**src/rtl/uart_pkg.sv**
```systemverilog
// Shared UART definitions: controller state encoding and parity-mode codes.
// Used by the TX controller and intended for the matching RX controller.
package uart_pkg;

  typedef enum logic [2:0] {
    IDLE   = 3'd0,
    START  = 3'd1,
    DATA   = 3'd2,
    PARITY = 3'd3,
    STOP   = 3'd4,
    BREAK  = 3'd5
  } uart_state_t;

  localparam logic [1:0] PAR_NONE = 2'b00;
  localparam logic [1:0] PAR_EVEN = 2'b01;
  localparam logic [1:0] PAR_ODD  = 2'b10;

endpackage

```
**src/rtl/uart_tx_ctrl_if.sv**
```systemverilog
// Word handshake between the TX data source (master) and the UART TX controller (slave).
// Frame configuration travels with the word and is sampled on accept.
interface uart_tx_ctrl_if #(
  parameter int DATA_W = 8
);
  logic              tx_valid;
  logic [DATA_W-1:0] tx_data;
  logic              tx_ready;
  logic [1:0]        parity_mode;
  logic              stop2;

  modport master (output tx_valid, output tx_data, output parity_mode, output stop2,
                  input tx_ready);
  modport slave  (input tx_valid, input tx_data, input parity_mode, input stop2,
                  output tx_ready);
endinterface

```
**src/rtl/uart_baud_tick.sv**
```systemverilog
// Bit-time counter: counts 0..CLK_PER_BIT-1 and flags the last cycle of each bit.
// A synchronous clear holds the phase at zero so every frame starts on a fresh bit boundary.
module uart_baud_tick #(
  parameter int CLK_PER_BIT = 16,
  parameter int CNT_W       = $clog2(CLK_PER_BIT)
) (
  input  logic clk,
  input  logic rst,
  input  logic clr,
  output logic tick
);
  localparam logic [CNT_W-1:0] LAST = CNT_W'(CLK_PER_BIT - 1);

  logic [CNT_W-1:0] cnt;

  always_ff @(posedge clk or negedge rst) begin
    if (!rst) begin
      cnt <= '0;
    end else if (clr || tick) begin
      cnt <= '0;
    end else begin
      cnt <= cnt + CNT_W'(1);
    end
  end

  assign tick = (cnt == LAST);

endmodule

```
**src/rtl/uart_tx_ctrl.sv**
```systemverilog
// UART transmit controller: start, DATA_W bits LSB first, optional parity, 1 or 2 stop bits.
// Define UART_TX_BREAK_EN to add the brk input and the line-break state.
module uart_tx_ctrl
  import uart_pkg::*;
#(
  parameter int DATA_W      = 8,
  parameter int CLK_PER_BIT = 16,
  parameter int CNT_W       = $clog2(CLK_PER_BIT)
) (
  input  logic           clk,
  input  logic           rst,
  uart_tx_ctrl_if.slave  bus,
`ifdef UART_TX_BREAK_EN
  input  logic           brk,
`endif
  output logic           tx,
  output logic           busy,
  output logic           tx_done
);
  localparam int IDX_W = $clog2(DATA_W);
  localparam logic [IDX_W-1:0] LAST_IDX = IDX_W'(DATA_W - 1);

  uart_state_t       state, state_nx;
  logic              tx_nx;
  logic              tick, baud_clr;
  logic              accept, brk_go, tx_ready, frame_end, last_stop;
  logic              load, shift, stop_inc;
  logic [DATA_W-1:0] shreg;
  logic [IDX_W-1:0]  bit_idx;
  logic              par_en, par_bit, stop2_q, stop_idx;
`ifdef UART_TX_BREAK_EN
  logic              brk_mark, mark_set;
`endif

  uart_baud_tick #(
    .CLK_PER_BIT (CLK_PER_BIT),
    .CNT_W       (CNT_W)
  ) u_baud (
    .clk  (clk),
    .rst  (rst),
    .clr  (baud_clr),
    .tick (tick)
  );

  assign last_stop = !stop2_q || stop_idx;
  assign frame_end = (state == STOP) && tick && last_stop;
  assign tx_ready  = (state == IDLE) || frame_end;
  assign bus.tx_ready = tx_ready;
  assign tx_done   = frame_end;
  assign busy      = (state != IDLE);

  // A pending break wins over a pending word in the same ready cycle.
`ifdef UART_TX_BREAK_EN
  assign brk_go = brk && tx_ready;
  assign accept = bus.tx_valid && tx_ready && !brk;
`else
  assign brk_go = 1'b0;
  assign accept = bus.tx_valid && tx_ready;
`endif

  always_comb begin
    state_nx = state;
    tx_nx    = 1'b1;
    baud_clr = 1'b0;
    load     = 1'b0;
    shift    = 1'b0;
    stop_inc = 1'b0;
`ifdef UART_TX_BREAK_EN
    mark_set = 1'b0;
`endif
    case (state)
      IDLE: begin
        baud_clr = 1'b1;
        if (brk_go) begin
          state_nx = BREAK;
          tx_nx    = 1'b0;
        end else if (accept) begin
          state_nx = START;
          tx_nx    = 1'b0;
          load     = 1'b1;
        end
      end
      START: begin
        tx_nx = 1'b0;
        if (tick) begin
          state_nx = DATA;
          tx_nx    = shreg[0];
        end
      end
      DATA: begin
        tx_nx = shreg[0];
        if (tick) begin
          if (bit_idx == LAST_IDX) begin
            state_nx = par_en ? PARITY : STOP;
            tx_nx    = par_en ? par_bit : 1'b1;
          end else begin
            shift = 1'b1;
            tx_nx = shreg[1];
          end
        end
      end
      PARITY: begin
        tx_nx = par_bit;
        if (tick) begin
          state_nx = STOP;
          tx_nx    = 1'b1;
        end
      end
      STOP: begin
        if (tick) begin
          if (!last_stop) begin
            stop_inc = 1'b1;
          end else if (brk_go) begin
            state_nx = BREAK;
            tx_nx    = 1'b0;
          end else if (accept) begin
            state_nx = START;
            tx_nx    = 1'b0;
            load     = 1'b1;
          end else begin
            state_nx = IDLE;
          end
        end
      end
`ifdef UART_TX_BREAK_EN
      BREAK: begin
        // Hold the line low while brk is high, then one full bit time of mark.
        if (!brk_mark) begin
          baud_clr = 1'b1;
          tx_nx    = 1'b0;
          if (!brk) begin
            mark_set = 1'b1;
            tx_nx    = 1'b1;
          end
        end else if (tick) begin
          state_nx = IDLE;
        end
      end
`endif
      default: begin
        state_nx = IDLE;
        baud_clr = 1'b1;
      end
    endcase
  end

  always_ff @(posedge clk or negedge rst) begin
    if (!rst) begin
      state <= IDLE;
      tx    <= 1'b1;
    end else begin
      state <= state_nx;
      tx    <= tx_nx;
    end
  end

  always_ff @(posedge clk or negedge rst) begin
    if (!rst) begin
      shreg    <= '0;
      bit_idx  <= '0;
      par_en   <= 1'b0;
      par_bit  <= 1'b0;
      stop2_q  <= 1'b0;
      stop_idx <= 1'b0;
    end else if (load) begin
      shreg    <= bus.tx_data;
      bit_idx  <= '0;
      par_en   <= (bus.parity_mode == PAR_EVEN) || (bus.parity_mode == PAR_ODD);
      par_bit  <= (bus.parity_mode == PAR_ODD) ? ~^bus.tx_data : ^bus.tx_data;
      stop2_q  <= bus.stop2;
      stop_idx <= 1'b0;
    end else begin
      if (shift) begin
        shreg   <= shreg >> 1;
        bit_idx <= bit_idx + IDX_W'(1);
      end
      if (stop_inc) begin
        stop_idx <= 1'b1;
      end
    end
  end

`ifdef UART_TX_BREAK_EN
  always_ff @(posedge clk or negedge rst) begin
    if (!rst) begin
      brk_mark <= 1'b0;
    end else if (brk_go) begin
      brk_mark <= 1'b0;
    end else if (mark_set) begin
      brk_mark <= 1'b1;
    end
  end
`endif

endmodule
```
**src/flat_wrapper.sv**
```systemverilog
// flat-port wrapper written by rule: the top's interface ports become plain ports
module uart_tx_ctrl_flat import uart_pkg::*;
#(
  parameter int DATA_W      = 8,
  parameter int CLK_PER_BIT = 16,
  parameter int CNT_W       = $clog2(CLK_PER_BIT)
)
  (clk, rst, tx, busy, tx_done, bus_tx_valid, bus_tx_data, bus_parity_mode, bus_stop2, bus_tx_ready);
  uart_tx_ctrl_if #(.DATA_W(DATA_W)) bus_i ();
  input  logic clk;
  input  logic rst;
  output logic tx;
  output logic busy;
  output logic tx_done;
  input wire logic [$bits(bus_i.tx_valid)-1:0] bus_tx_valid;
  input wire logic [$bits(bus_i.tx_data)-1:0] bus_tx_data;
  input wire logic [$bits(bus_i.parity_mode)-1:0] bus_parity_mode;
  input wire logic [$bits(bus_i.stop2)-1:0] bus_stop2;
  output wire logic [$bits(bus_i.tx_ready)-1:0] bus_tx_ready;
  assign bus_i.tx_valid = bus_tx_valid;
  assign bus_i.tx_data = bus_tx_data;
  assign bus_i.parity_mode = bus_parity_mode;
  assign bus_i.stop2 = bus_stop2;
  assign bus_tx_ready = bus_i.tx_ready;
  uart_tx_ctrl #(.DATA_W(DATA_W), .CLK_PER_BIT(CLK_PER_BIT), .CNT_W(CNT_W)) u_core (.clk(clk), .rst(rst), .bus(bus_i), .tx(tx), .busy(busy), .tx_done(tx_done));
endmodule
```
**config.mk**
```make
export PLATFORM = sky130hd
export DESIGN_NAME = uart_tx_ctrl_flat
export DESIGN_NICKNAME = d
export VERILOG_FILES = /design/src/rtl/uart_pkg.sv /design/src/rtl/uart_tx_ctrl_if.sv /design/src/rtl/uart_baud_tick.sv /design/src/rtl/uart_tx_ctrl.sv /design/src/flat_wrapper.sv
export SDC_FILE = /design/constraint.sdc
export NUM_CORES = 1
export LEC_CHECK = 0
export ABC_AREA = 1
export CAP_MARGIN = 20
export CORE_MARGIN = 1.5
export CORE_UTILIZATION = 55
export CTS_CLUSTER_SIZE = 20
export DETAILED_ROUTE_END_ITERATION = 8
export HOLD_SLACK_MARGIN = 0.06
export PLACE_DENSITY_LB_ADDON = 0.25
export SYNTH_ARGS = -nofsm -noshare
export SYNTH_HDL_FRONTEND = slang
export SYNTH_HIERARCHICAL = 1
export SYNTH_SLANG_ARGS = --single-unit
```
**constraint.sdc**
```tcl
create_clock -name clk -period 2.4 [get_ports clk]
set_input_delay 0.6 -clock clk [delete_from_list [all_inputs] [get_ports clk]]
set_output_delay 0.6 -clock clk [all_outputs]
set_load 0.01 [all_outputs]
```
==> key figures <==
Run status
  – Outcome: finished clean

Final layout
  – Post-layout net count: 239
  – Fin util: 0.680
  – Diodes inserted: 0
  – FILL cells: 206
  – Proportion of layout cells with a drive suffix above 1: 0.136
  – Syn-to-layout area delta: 16.9%
  – Finished Cell Area: 1700 um^2
  – Sequential cell area: 577 um^2
  – Multi-input gate area: 749 um^2

Route
  – Pre-antenna DRT Iters: 4
  – Total Routed Length: 2.79 mm
  – First-iteration detailed-routing DRC count: 23
  – Via count: 1303
  – DRC Markers: 0
  – Post-DRT Antenna Nets: 0
  – Via density: 5.21
  – Routed WL per cell: 11.2 um

Global route
  – Global-route wire length before repair: 4.87 mm
  – Vias in the first global route: 1249
  – GRT Total Usage: 0.230
  – Initial antenna violation count: 0
  – Largest net degree at the start of global routing: 24
  – Grt total ovfl: 0

Clocking
  – Longest Clk Path Bufs: 2
  – Root Buffer: clkbuf_4
  – Clk_lat worst skew: 0.31 ns
  – CTS tree: yes
  – Hold Buf Count CTS: 0
  – H-Tree Depth: 1
  – CTS Buf Count: 3
  – CTS Sinks: 23
  – Clock transition at path regs: 0.12 ns

Critical path
  – R2r setup slk: 0.67 ns
  – Endpoint class of the critical path: output port
  – Worst reg2reg startpoint: u_core/u_baud/cnt[1]$_DFF_PN0_
  – Worst R2R End: u_core/shreg[0]$_DFFE_PN0P_
  – Crit-path leading delay family: buffers and inverters
  – Buf+Inv Stages, Crit Path: 3
  – CP Launch Type: flip-flop
  – Crit path cell chain: nor2_4 > inv_1 > nor2_4 > inv_1 > clkdlybuf4s50_1
  – Crit Path Max Fanout: 4
  – Worst EP required: 1.80 ns
  – Crit Path Class: reg -> out
  – CP max-delay cell: dfrtp_1
  – Crit path DAT: 1.70 ns
  – Critical path origin: u_core/state[0]$_DFFE_PN0P_
  – R2R depth: 9
  – Max incr delay on CP: 0.48 ns

Logic synthesis
  – Multiplexer share of the synthesized area: 0
  – Post-Syn Nets: 216
  – Synth warnings: 6
  – Largest family of logic cells by synthesized area: simple AND/OR/NAND/NOR gates
  – Post-synthesis cell area: 1460 um^2
  – Synth Area in Adders: 0.0344
  – Synth cell count leaders: nand2_1 (66), inv_1 (30), dfrtp_1 (22)
  – Synth area leaders: dfrtp_1 (38%), nand2_1 (17%), inv_1 (7.7%), nand3_1 (4.5%), nor2_1 (4.1%)
  – Synth top area share: 0.378
  – FF+latch count, synth: 23
  – Dominant cell type by area after synthesis: dfrtp_1
  – Post-synthesis xor/xnor area fraction: 0.0181
  – Ys flop type: dfrtp_1
  – Most common cell in the synthesized netlist: nand2_1
  – EDFF count, synth: 0
  – Distinct cells, synth: 30
  – Async S/R FF share, synth: 1.00
  – Syn Inst Count: 198
  – Post-synthesis average cell area: 7.35 um^2
  – Compound-cell area share of the yosys netlist: 0.101
  – Register area share after synthesis: 0.396
  – Post-Synth Simple-Gate Area: 0.349

STA
  – Final setup fails: 0
  – RSZ-0062 raised after global routing: false
  – Fin. max-slew vios: 0
  – Setup tns final: 0 ns
  – Min Clock Period, post-route: 2.30 ns
  – Pin slew with the least headroom to its limit: 0.301 ns
  – Fin crit share: 0.959
  – Max Freq: 0.434 GHz
  – Worst Skew: 0.00598 ns
  – Final hold violation count: 0
  – Final setup margin: 0.0978 ns
  – Rel. slew slack: 0.799

Power
  – Peak supply drop: 0.664 mV
  – Leakage Power: 0.902 nW
  – P per Cell Area: 909 nW/um^2

Floorplan
  – Initial Util: 0.582
  – Chip width: 54.4 um
  – Core box area: 2500 um^2
  – # IOs: 18
  – Die H: 54.4 um
  – Row count: 18
  – Die area: 2960 um^2

Placement
  – Setup WS pre-CTS: 0.0945 ns
  – Post-DP HPWL: 2.21 mm
  – Port bufs: 17
  – Gp weighted congestion: 0.803
  – Area post-placement: 1660 um^2

Worst hold path
  – HP Class: reg -> reg
  – Worst Hold End: u_core/shreg[0]$_DFFE_PN0P_
  – Hold depth: 2
  – Hold path startpoint: u_core/shreg[0]$_DFFE_PN0P_

Flow run
  – Maxcap violations: 0
[power by group]
part,total [mW],internal (mW),switching (mW)
clock,0.177,0.0649,0.112
sequential,0.644,0.532,0.113
combinational,0.725,0.305,0.420
[per-layer routing]
| metal | share of wire | track usage | up-vias |
|---|---|---|---|
| met5 | 0 | 0 | - |
| met4 | 0.014 | 0.121 | 0 |
| met3 | 0.041 | 0.0410 | 5 |
| met2 | 0.51 | 0.408 | 33 |
| met1 | 0.43 | 0.262 | 602 |
| li1 | - | - | 663 |
[timing repair]
item,4_1_cts,5_1_grt
resized for setup,4,5
setup buffers,1,0
pin swaps,0,1
endpoints found under the setup margin,3,3
[cells in the final DEF (no fill, tap or decap)]
| cell | count |
|---|---|
| o21a_1 | 1 |
| o21ai_2 | 1 |
| ha_1 | 4 |
| nor3b_1 | 1 |
| nor2_8 | 1 |
| o32ai_1 | 1 |
| o211ai_1 | 2 |
| inv_2 | 3 |
| a22oi_1 | 1 |
| buf_4 | 3 |
| nand3_1 | 13 |
| dfrtp_1 | 22 |
| nand3_4 | 1 |
| o21ai_1 | 4 |
| nand2_2 | 5 |
| dfstp_2 | 1 |
| nand4_1 | 2 |
| clkdlybuf4s50_1 | 15 |
| xnor2_1 | 1 |
| a21oi_2 | 1 |
| nor2_4 | 3 |
| clkbuf_1 | 1 |
| dlygate4sd2_1 | 1 |
| nand2_1 | 66 |
| nor2_1 | 13 |
| clkbuf_4 | 3 |
| o31ai_1 | 1 |
| nor2_2 | 5 |
| o21bai_4 | 1 |
| nand3_2 | 1 |
| o21ai_0 | 7 |
| inv_1 | 30 |
| clkbuf_2 | 1 |
| xor2_1 | 2 |
| a21oi_1 | 2 |
[cell families (layout without fill, tap and decap cells)]
group / after synthesis / count (layout)
buffers and inverters: 35 / 57
and+or+nand+nor: 111 / 111
AOI/OAI and AO/OA: 22 / 22
adders and majority gates: 4 / 4
xor gates and xnor gates: 3 / 3
DFF: 23 / 23
[tightest hold or removal path: cells and delay by family, from the launching register on]
family           cells  cell delay [ns]
flip-flops           1             0.37
AND/OR/NAND/NOR      2             0.11
[worst max-delay path by stage]
| stage | endpoint | slack (ns) | cells after the start |
|---|---|---|---|
| detailed placement | bus_tx_ready | 0.09 | 6 |
| global placement | bus_tx_ready | 0.16 | 6 |
| global route | tx_done | 0.02 | 6 |
| floorplan | tx_done | 0.45 | 5 |
| finish | busy | 0.1 | 5 |
| CTS | busy | 0.01 | 5 |
[final cells by class]
cell class,count,share of cell area
Timing Repair Buffer,20,0.110
Multi-Input combinational cell,140,0.441
Clock buffer,4,0.0155
Sequential cell,23,0.339
Tap cell,30,0.0221
Inverter,33,0.0728
[sequential cells by signal, indices dropped and copies added, names as in the netlist]
register / flops
u_core/bit_idx: 3
u_core/par_bit: 1
u_core/par_en: 1
u_core/shreg: 8
u_core/state: 3
u_core/stop2_q: 1
u_core/stop_idx: 1
u_core/tx: 1
u_core/u_baud/cnt: 4
[through the flow]
step | std cells | power [mW] | hold WS [ns]
2_1_floorplan | 198 | 1.16 | 0.304
3_5_place_dp | 245 | 1.36 | 0.473
5_1_grt | 250 | 1.69 | 0.530
6_report | 250 | 1.55 | 0.502
3_3_place_gp | 245 | 1.33 | 0.462
4_1_cts | 250 | 1.54 | 0.505
Note: power is estimated with default switching activity, not from simulation.
